$ cat src/rtl/mem_port_arbiter_if.sv
// Bundle of the fetch port, data port and memory port signals of mem_port_arbiter.
// slave is the arbiter's view; master is the surrounding core + RAM view.
interface mem_port_arbiter_if #(
  parameter int ADDR_W = 32,
  parameter int DATA_W = 32
);
  logic              if_req;
  logic [ADDR_W-1:0] if_addr;
  logic              if_gnt;
  logic              if_rvalid;
  logic [DATA_W-1:0] if_rdata;

  logic              d_req;
  logic              d_we;
  logic [ADDR_W-1:0] d_addr;
  logic [DATA_W-1:0] d_wdata;
  logic              d_gnt;
  logic              d_rvalid;
  logic [DATA_W-1:0] d_rdata;

  logic              mem_en;
  logic              mem_we;
  logic [ADDR_W-1:0] mem_addr;
  logic [DATA_W-1:0] mem_wdata;
  logic [DATA_W-1:0] mem_rdata;

  modport slave (
    input  if_req, if_addr, d_req, d_we, d_addr, d_wdata, mem_rdata,
    output if_gnt, if_rvalid, if_rdata, d_gnt, d_rvalid, d_rdata,
           mem_en, mem_we, mem_addr, mem_wdata
  );

  modport master (
    output if_req, if_addr, d_req, d_we, d_addr, d_wdata, mem_rdata,
    input  if_gnt, if_rvalid, if_rdata, d_gnt, d_rvalid, d_rdata,
           mem_en, mem_we, mem_addr, mem_wdata
  );
endinterface

$ cat src/rtl/mem_port_arbiter.sv
// Shares one single-port synchronous RAM between instruction fetch and load/store, one access at a time.
// Define ARB_ROUND_ROBIN_EN for alternating tie-break; default is fixed data-over-fetch priority.
module mem_port_arbiter #(
  parameter int ADDR_W      = 32,
  parameter int DATA_W      = 32,
  parameter int MEM_LATENCY = 1
) (
  input  logic             clk,
  input  logic             rst,
  mem_port_arbiter_if.slave bus
);
  typedef enum logic [1:0] {IDLE, ISSUE, WAIT, RESP} state_t;
  typedef enum logic {SRC_FETCH, SRC_DATA} src_t;

  localparam logic [2:0] LAT = 3'(MEM_LATENCY);

  state_t            state, state_nx;
  src_t              tag;
  logic [ADDR_W-1:0] addr_q;
  logic              we_q;
  logic [DATA_W-1:0] wdata_q;
  logic [2:0]        cnt;
  logic [DATA_W-1:0] if_rdata_q, d_rdata_q;

  logic any_req, arb_slot, arb_take, pick_data, data_first;

  assign any_req   = bus.if_req | bus.d_req;
  assign arb_slot  = (state == IDLE) || (state == RESP);
  assign arb_take  = arb_slot && any_req;
  assign pick_data = bus.d_req && (!bus.if_req || data_first);

`ifdef ARB_ROUND_ROBIN_EN
  logic rr_data_first;

  // Tie-break favours the port that did not win the latest arbitration.
  always_ff @(posedge clk) begin
    if (rst)           rr_data_first <= 1'b1;
    else if (arb_take) rr_data_first <= !pick_data;
  end

  assign data_first = rr_data_first;
`else
  assign data_first = 1'b1;
`endif

  // State register
  always_ff @(posedge clk) begin
    // NOTE: sequential state uses non-blocking assignments so every register sees pre-edge values.
    if (rst) state <= IDLE;
    else     state <= state_nx;
  end

  // Next-state logic
  always_comb begin
    // NOTE: defaulting every always_comb output first keeps all paths assigned and avoids latches.
    state_nx = state;
    case (state)
      IDLE:    if (any_req) state_nx = ISSUE;
      ISSUE:   state_nx = we_q ? IDLE : WAIT;
      WAIT:    if (cnt == 3'd1) state_nx = RESP;
      RESP:    state_nx = any_req ? ISSUE : IDLE;
      default: state_nx = IDLE;
    endcase
  end

  // Request latch, latency counter and per-port read-data registers
  always_ff @(posedge clk) begin
    if (rst) begin
      tag        <= SRC_FETCH;
      addr_q     <= '0;
      we_q       <= 1'b0;
      wdata_q    <= '0;
      cnt        <= '0;
      if_rdata_q <= '0;
      d_rdata_q  <= '0;
    end else begin
      if (arb_take) begin
        tag     <= pick_data ? SRC_DATA : SRC_FETCH;
        addr_q  <= pick_data ? bus.d_addr : bus.if_addr;
        we_q    <= pick_data && bus.d_we;
        wdata_q <= (pick_data && bus.d_we) ? bus.d_wdata : '0;
      end

      if (state == ISSUE && !we_q) cnt <= LAT;
      else if (state == WAIT)      cnt <= cnt - 3'd1;

      // mem_rdata is valid in the WAIT cycle whose counter reads 1.
      if (state == WAIT && cnt == 3'd1) begin
        if (tag == SRC_DATA) d_rdata_q  <= bus.mem_rdata;
        else                 if_rdata_q <= bus.mem_rdata;
      end
    end
  end

  // Outputs decoded from state; gnt and mem_en share the ISSUE cycle by construction.
  always_comb begin
    bus.if_gnt    = 1'b0;
    bus.d_gnt     = 1'b0;
    bus.if_rvalid = 1'b0;
    bus.d_rvalid  = 1'b0;
    bus.mem_en    = 1'b0;
    bus.mem_we    = 1'b0;
    bus.mem_addr  = '0;
    bus.mem_wdata = '0;
    case (state)
      ISSUE: begin
        bus.mem_en    = 1'b1;
        bus.mem_we    = we_q;
        bus.mem_addr  = addr_q;
        bus.mem_wdata = wdata_q;
        bus.if_gnt    = (tag == SRC_FETCH);
        bus.d_gnt     = (tag == SRC_DATA);
      end
      RESP: begin
        bus.if_rvalid = (tag == SRC_FETCH);
        bus.d_rvalid  = (tag == SRC_DATA);
      end
      default: ;
    endcase
  end

  assign bus.if_rdata = if_rdata_q;
  assign bus.d_rdata  = d_rdata_q;
endmodule
$ cat src/flat_wrapper.sv
// flat-port wrapper written by rule: the top's interface ports become plain ports
module mem_port_arbiter_flat 
#(
  parameter int ADDR_W      = 32,
  parameter int DATA_W      = 32,
  parameter int MEM_LATENCY = 1
)
  (clk, rst, bus_if_req, bus_if_addr, bus_d_req, bus_d_we, bus_d_addr, bus_d_wdata, bus_mem_rdata, bus_if_gnt, bus_if_rvalid, bus_if_rdata, bus_d_gnt, bus_d_rvalid, bus_d_rdata, bus_mem_en, bus_mem_we, bus_mem_addr, bus_mem_wdata);
  mem_port_arbiter_if #(.ADDR_W(ADDR_W), .DATA_W(DATA_W)) bus_i ();
  input  logic clk;
  input  logic rst;
  input wire logic [$bits(bus_i.if_req)-1:0] bus_if_req;
  input wire logic [$bits(bus_i.if_addr)-1:0] bus_if_addr;
  input wire logic [$bits(bus_i.d_req)-1:0] bus_d_req;
  input wire logic [$bits(bus_i.d_we)-1:0] bus_d_we;
  input wire logic [$bits(bus_i.d_addr)-1:0] bus_d_addr;
  input wire logic [$bits(bus_i.d_wdata)-1:0] bus_d_wdata;
  input wire logic [$bits(bus_i.mem_rdata)-1:0] bus_mem_rdata;
  output wire logic [$bits(bus_i.if_gnt)-1:0] bus_if_gnt;
  output wire logic [$bits(bus_i.if_rvalid)-1:0] bus_if_rvalid;
  output wire logic [$bits(bus_i.if_rdata)-1:0] bus_if_rdata;
  output wire logic [$bits(bus_i.d_gnt)-1:0] bus_d_gnt;
  output wire logic [$bits(bus_i.d_rvalid)-1:0] bus_d_rvalid;
  output wire logic [$bits(bus_i.d_rdata)-1:0] bus_d_rdata;
  output wire logic [$bits(bus_i.mem_en)-1:0] bus_mem_en;
  output wire logic [$bits(bus_i.mem_we)-1:0] bus_mem_we;
  output wire logic [$bits(bus_i.mem_addr)-1:0] bus_mem_addr;
  output wire logic [$bits(bus_i.mem_wdata)-1:0] bus_mem_wdata;
  assign bus_i.if_req = bus_if_req;
  assign bus_i.if_addr = bus_if_addr;
  assign bus_i.d_req = bus_d_req;
  assign bus_i.d_we = bus_d_we;
  assign bus_i.d_addr = bus_d_addr;
  assign bus_i.d_wdata = bus_d_wdata;
  assign bus_i.mem_rdata = bus_mem_rdata;
  assign bus_if_gnt = bus_i.if_gnt;
  assign bus_if_rvalid = bus_i.if_rvalid;
  assign bus_if_rdata = bus_i.if_rdata;
  assign bus_d_gnt = bus_i.d_gnt;
  assign bus_d_rvalid = bus_i.d_rvalid;
  assign bus_d_rdata = bus_i.d_rdata;
  assign bus_mem_en = bus_i.mem_en;
  assign bus_mem_we = bus_i.mem_we;
  assign bus_mem_addr = bus_i.mem_addr;
  assign bus_mem_wdata = bus_i.mem_wdata;
  mem_port_arbiter #(.ADDR_W(ADDR_W), .DATA_W(DATA_W), .MEM_LATENCY(MEM_LATENCY)) u_core (.clk(clk), .rst(rst), .bus(bus_i));
endmodule
$ cat config.mk
export PLATFORM = sky130hd
export DESIGN_NAME = mem_port_arbiter_flat
export DESIGN_NICKNAME = d
export VERILOG_FILES = /design/src/rtl/mem_port_arbiter_if.sv /design/src/rtl/mem_port_arbiter.sv /design/src/flat_wrapper.sv
export SDC_FILE = /design/constraint.sdc
export NUM_CORES = 1
export LEC_CHECK = 0
export CORE_UTILIZATION = 32
export CTS_BUF_LIST = sky130_fd_sc_hd__clkbuf_4 sky130_fd_sc_hd__clkbuf_8
export DETAILED_ROUTE_END_ITERATION = 16
export GPL_TIMING_DRIVEN = 0
export PLACE_DENSITY_LB_ADDON = 0.2
export SYNTH_ARGS = -nofsm -noshare
export SYNTH_HDL_FRONTEND = slang
export SYNTH_SLANG_ARGS = --single-unit
$ cat constraint.sdc
create_clock -name clk -period 2.2 [get_ports clk]
set_input_delay 0.44 -clock clk [delete_from_list [all_inputs] [get_ports clk]]
set_output_delay 0.44 -clock clk [all_outputs]
set_load 0.05 [all_outputs]
==> results by group <==
Floorplanning
  – Die Y: 136.1 µm
  – # IOs: 267
  – Initial core utilization: 33.05%
  – Core ar.: 0.01742 mm²
  – Cell Rows: 48
  – Die Width: 136.1 µm
  – Die ar.: 0.01853 mm²

Synth
  – Synth cell types: 30
  – Register area share after synthesis: 46.96%
  – Post-synth EDFFs: 0
  – YS warnings: 0
  – Synth Flop Type: dfxtp_1
  – Mapped Nets: 795
  – Syn Std Cell Area: 0.005756 mm²
  – Mapped Avg Cell Area: 8.787 µm²
  – Post-synthesis instance total: 655
  – Synth Register Bits: 135
  – Async SR Flop Fraction: 0%

Setup path
  – Crit-path slowest cell: dfxtp_4
  – Critical Setup Path Class: flip-flop to primary output
  – Req. time, crit path: 1.76 ns
  – CP startpoint kind: flip-flop
  – Register-to-Register Path Depth: 7
  – CP Depth: 6
  – R2R setup slack: 0.47 ns
  – CP Buf/Inv Count: 4
  – Crit path max fanout: 10
  – Slowest stage delay, CP: 0.36 ns
  – Crit-path cells: inv_4, ha_4, clkbuf_16, buf_8, and2_1, buf_6
  – Critical Path AT: 1.67 ns
  – Crit end category: primary output
  – CP top delay family: buffers and inverters

Power and ir drop
  – Pleak: 3.529 nW
  – Max VDD drop: 0.0004005 V
  – Final Total Pwr: 7.835 mW
  – Power per cell area: 860.7 mW/mm²

Global routing
  – Vias in the first global route: 5,201
  – Gr ovfl total: 0
  – Antenna violations before repair: 0
  – Tot GR Track Use: 18.80%
  – Global-route wire length before repair: 26.80 mm
  – Pin count of the biggest net entering global routing: 17

STA
  – Worst hold slack: 0.3717 ns
  – Fin. max-slew vios: 0
  – RSZ-0062 raised after global routing: yes
  – FMAX: 473.4 MHz
  – Setup violators final: 0
  – Fin crit share: 96.02%
  – Setup WS post-layout: 0.08757 ns
  – Final hold violations: 0
  – Clk_skew: 0.01025 ns
  – Worst-Margin Slew: 0.5835 ns
  – Slew headroom: 61.10%
  – Period minus WS final: 2.112 ns
  – Fin Setup TNS: 0 ns

Final layout
  – Final nets: 1,080
  – Antenna cells: 0
  – Design area: 0.009102 mm²
  – Synth-to-layout area growth: 58.15%
  – Commonest non-fill, non-tap cell in the layout: clkdlybuf4s50_1
  – Layout cells sized above 1: 20.88%
  – Commonest non-fill, non-tap cells in the layout: 194 x clkdlybuf4s50_1, 133 x dfxtp_1, 132 x nand2_1
  – Non-filler instance count after layout: 1,178
  – Final core occ: 52.26%

Worst hold path
  – Number of cells on the worst hold path: 2
  – HP Class: primary input to flip-flop

Placement
  – Placed Area: 0.008685 mm²
  – Final RePlAce weighted congestion: 0.8017
  – Pre-CTS setup slack: -0.7448 ns
  – Detail Placement HPWL: 13.11 mm
  – Placed cells: 1,144
  – PortBufs: 264

Routing
  – TritonRoute pass-1 iters: 4
  – DRC violation count after routing: 0
  – Total wire length: 17.38 mm
  – Via count: 5,451
  – DR WL/cell: 14.76 µm
  – Final ANT Viol Nets: 0
  – DR iter-0 viols: 211
  – Via density: 4.627

Clock network
  – Inserted Clock Buffers: 17
  – Clk root buf: clkbuf_8
  – CTS tree: done
  – Clock Tree Buf Depth: 2
  – # hold bufs at CTS: 0
  – Worst-path clk slew: 0.08 ns
  – H-tree levels: 4
  – Clk Latency, worst-skew pair: 0.45 ns
  – Clock sinks: 135

Outcome
  – Status: finished clean

Run
  – MaxCap Viol Count: 0
==> cells by family (layout without fill, tap and decap cells) <==
group                      Yosys count  count (layout)  share of synthesized area (%)
and+or+nand+nor                    283             283                          22.28
AOI/OAI and AO/OA                  135             135                          17.78
DFF                                135             135                          46.96
buffers and inverters               60             358                          5.413
muxes                               33              33                          5.739
adders and majority gates            7               7                          1.522
xor gates and xnor gates             2               2                         0.3044
==> worst paths after layout <==
path                               start                endpoint
setup / recovery               flip-flop       bus_mem_wdata[29]
hold / removal                       rst           u_core.cnt[1]
setup reg to reg         u_core.state[0]       u_core.wdata_q[1]
hold reg to reg   u_core.bus.d_rdata[20]  u_core.bus.d_rdata[20]
==> flip-flops by register name, indices dropped and copies added (netlist names), named ones only <==
register,count
u_core.bus.if_rdata,32
u_core.cnt,3
u_core.tag,1
u_core.wdata_q,32
u_core.bus.d_rdata,32
u_core.addr_q,32
u_core.state,1
u_core.we_q,1
==> metal layers <==
metal	wire, µm	part of all wire, %	track usage, %
met5	0	0	0
met4	291	1.7	6.914
met3	1528	8.8	6.823
met2	8202	47	31.02
met1	7360	42	22.22
==> power breakdown <==
part           switching [mW]  leakage (nW)  internal (mW)  total [mW]
registers               0.149          1.10           2.73        2.88
logic                    1.81          2.24           1.20        3.00
clock network            1.04         0.187          0.912        1.95
total                    3.00          3.53           4.84        7.83
==> worst register-to-register path, delay by kind of cell (launching register included) <==
| kind | cells | cell delay [ns] |
|---|---|---|
| simple gates | 2 | 0.30 |
| fa+ha+maj | 1 | 0.36 |
| compound gates | 1 | 0.13 |
| flops | 1 | 0.38 |
| buf+inv | 3 | 0.43 |
==> cell usage after synthesis (3+ instances only) <==
master | number | area share [%]
a211oi_1 | 29 | 3.8
a211oi_2 | 3 | 0.65
a21oi_1 | 66 | 5.7
a22oi_2 | 30 | 6.5
and2_1 | 67 | 7.3
buf_2 | 21 | 1.8
buf_4 | 8 | 1.0
buf_6 | 4 | 0.78
clkbuf_1 | 21 | 1.4
dfxtp_1 | 135 | 47
ha_1 | 7 | 1.5
inv_1 | 5 | 0.33
mux2i_1 | 33 | 5.7
nand2_1 | 132 | 8.6
nor2_1 | 70 | 4.6
nor2_2 | 4 | 0.43
nor2b_1 | 3 | 0.33
==> layout make-up <==
cell class / instances / area, µm²
plain buffers: 54 / 350.3
repair buffers: 266 / 2589
clock inverters: 14 / 126.4
fillers: 1741 / 8314
flip-flops and latches: 135 / 2708
clock buffers: 18 / 241.5
inverters: 6 / 25.02
multi-input cells: 460 / 2781
well taps: 225 / 281.5
==> timing repair <==
| item | in CTS | in global routing |
|---|---|---|
| setup buffers | 1 | 0 |
| setup endpoints to repair | 70 | 62 |
| pin swaps | 0 | 0 |
| endpoints found under the hold margin | 0 | 0 |
| resized for setup | 394 | 80 |
| cloned | 0 | 1 |
Note: power is estimated with default switching activity, not from simulation.
==> patch: new RTL, config.mk and constraints unchanged <==
Add a define of `ARB_ROUND_ROBIN_EN`.
--- a/src/rtl/mem_port_arbiter.sv
+++ b/src/rtl/mem_port_arbiter.sv
@@ -1,5 +1,7 @@
 // Shares one single-port synchronous RAM between instruction fetch and load/store, one access at a time.
 // Define ARB_ROUND_ROBIN_EN for alternating tie-break; default is fixed data-over-fetch priority.
+`define ARB_ROUND_ROBIN_EN
+
 module mem_port_arbiter #(
   parameter int ADDR_W      = 32,
   parameter int DATA_W      = 32,
Function: changed (a bounded check fails within 4 cycles, from zero or initial values and one cycle with rst high).
==> patch against the unedited design <==
Cell count fell by 5.9%. First-iteration DRC count is 9.5% higher. Area after synthesis down 8.0%. Total power is 4.4% lower. Combinational power shrank 21%. Utilization increased by 2.5 points. Synthesized cell count down 9.9%. Final area decreased by 3.7%. Global-route usage decreased by 0.64 points. Routed wire length shrank 8.8%. Sequential power about the same. Critical path depth increased by 3. Sequential cell count increased by 1. Setup slack worse by 0.0028 ns.
==> patch: results (changes against the unedited design) <==
status - completed
Mapped Nets - 730 (-8.2%)
Max clock buf depth - 2 (unchanged)
first-pass GRT wire length - 23.79 mm (-11%)
worst hold path class - flip-flop to flip-flop
worst slack, placed - -0.7457 ns (-0.0009670 ns)
Commonest cells post-synth - dfxtp_1, nand2_1, and2_1
ys flop type - dfxtp_1
initial antenna violation count - 0 (unchanged)
# nets final - 1020 (-5.6%)
share of cells above drive strength 1 - 16.37% (-4.5 points)
drt first pass iters - 4 (unchanged)
clock skew - 0.01040 ns (+0.0001588 ns)
Port Buffer Count - 266 (+0.76%)
sequential area share after synthesis - 51.41% (+4.4 points)
yosys warns - 0 (unchanged)
post-DP HPWL - 12.07 mm (-7.9%)
clock latency at the later pin of the worst-skew pair - 0.44 ns
synthesized area per cell - 8.977 um2 (+2.2%)
GPL Wtd Cong - 0.7968 (-0.61%)
drt wl/cell - 14.30 um (-3.1%)
CTS root buffer - clkbuf_8
synth top area cells - dfxtp_1, a22o_1, nand2_1, and2_1, a21oi_1
Worst Max-Slew Pin Slew - 0.5470 ns (-0.03645 ns)
Worst EP arrival - 2.49 ns (+0.82 ns)
overall global routing resource usage - 18.16% (-0.64 points)
Fillers - 1568 (-9.9%)
CP max FO - 10 (unchanged)
clk slew on worst S/H paths - 0.08 ns (about the same)
Max VDD drop - 0.0003613 V (-9.8%)
total CTS buffers - 17 (unchanged)
Synth cell types - 30 (unchanged)
total inserted antenna cells - 0 (unchanged)
Async SR Flop Fraction - 0% (unchanged)
initial drt markers - 231 (+9.5%)
H-tree Lvls - 4 (unchanged)
vias in the first global route - 4675 (-10%)
total number of vias - 5039 (-7.6%)
largest net degree at the start of global routing - 17 (unchanged)
Pleak - 3.650 nW (+3.4%)
Crit path largest cell delay - 0.39 ns (+0.03 ns)
Slowest cell on crit path - dfxtp_2
==> patch: changes by cell type after synthesis, sizes merged, moves of 2 or more <==
cell / change
a211oi: -30
a21o: +32
a22o: +64
a22oi: -32
buf: -20
clkbuf: +11
mux2i: -32
nand2: -2
nand2b: +2
nor2: -63
==> patch: repair_timing <==
action,in CTS,in global routing
setup endpoints to repair,120,117
hold buffers,0,0
buffers inserted,1,3
gates cloned,0,1
gates resized for setup,396,84
pin swaps,0,1
==> patch: per-stage QoR <==
step                cell area [um2]  std cells
floorplan                      5301        590
global placement               8234       1072
detailed placement             8234       1072
CTS                            8499       1104
global route                   8763       1108
finish                         8763       1108
==> patch: critical path: cells and delay by family, from the launching register on <==
kind,cells,cell delay (ns)
DFF,1,0.39
and+or+nand+nor,2,0.35
buffers and inverters,4,0.59
AOI/OAI and AO/OA,2,0.38
adders and majority gates,1,0.34
==> patch: layer usage <==
layer | track usage (%) | wire (um) | part of all wire (%) | vias to the layer above
met4 | 6.491 | 176 | 1.1 | 0
li1 | - | - | - | 2581
met5 | 0 | 0 | 0 | -
met1 | 20.89 | 6554 | 41 | 2282
met2 | 31.15 | 7931 | 50 | 162
met3 | 6.311 | 1186 | 7.5 | 14
==> patch: final timing paths <==
kind	slack [ns]	to	from	cells after the start
max reg2reg	0.08	u_core.wdata_q[20]$_SDFFE_PP0P_	u_core.state[0]$_SDFFE_PP0P_	9
min	0.45	u_core.addr_q[10]$_SDFFE_PP0P_	u_core.addr_q[10]$_SDFFE_PP0P_	1
min reg2reg	0.45	u_core.addr_q[10]$_SDFFE_PP0P_	u_core.addr_q[10]$_SDFFE_PP0P_	1
max	0.08	u_core.wdata_q[20]$_SDFFE_PP0P_	u_core.state[0]$_SDFFE_PP0P_	9
==> patch: kinds of logic after synthesis <==
family	after synthesis	synth area share (%)
DFF	136	51.41
adders and majority gates	7	1.654
buffers and inverters	52	4.134
and+or+nand+nor	220	19.32
AOI/OAI and AO/OA	172	22.96
xor gates and xnor gates	2	0.3308
muxes	1	0.1890
==> patch: cell type report <==
type	instances	area, um2	share of cell area (%)
Sequential cell	136	2728	31.13
Timing Repair Buffer	271	2643	30.15
Multi-Input combinational cell	402	2395	27.33
Tap cell	216	270.3	3.084
Buffer	45	264.0	3.013
Clock buffer	20	262.8	2.998
Clock inverter	11	172.7	1.970
Inverter	7	28.78	0.3284
==> patch: power breakdown <==
| part | leakage [nW] | internal [mW] | switching [mW] |
|---|---|---|---|
| registers | 1.11 | 2.73 | 0.145 |
| clock network | 0.220 | 1.29 | 0.955 |
| logic | 2.32 | 1.02 | 1.35 |
| total | 3.65 | 5.04 | 2.45 |
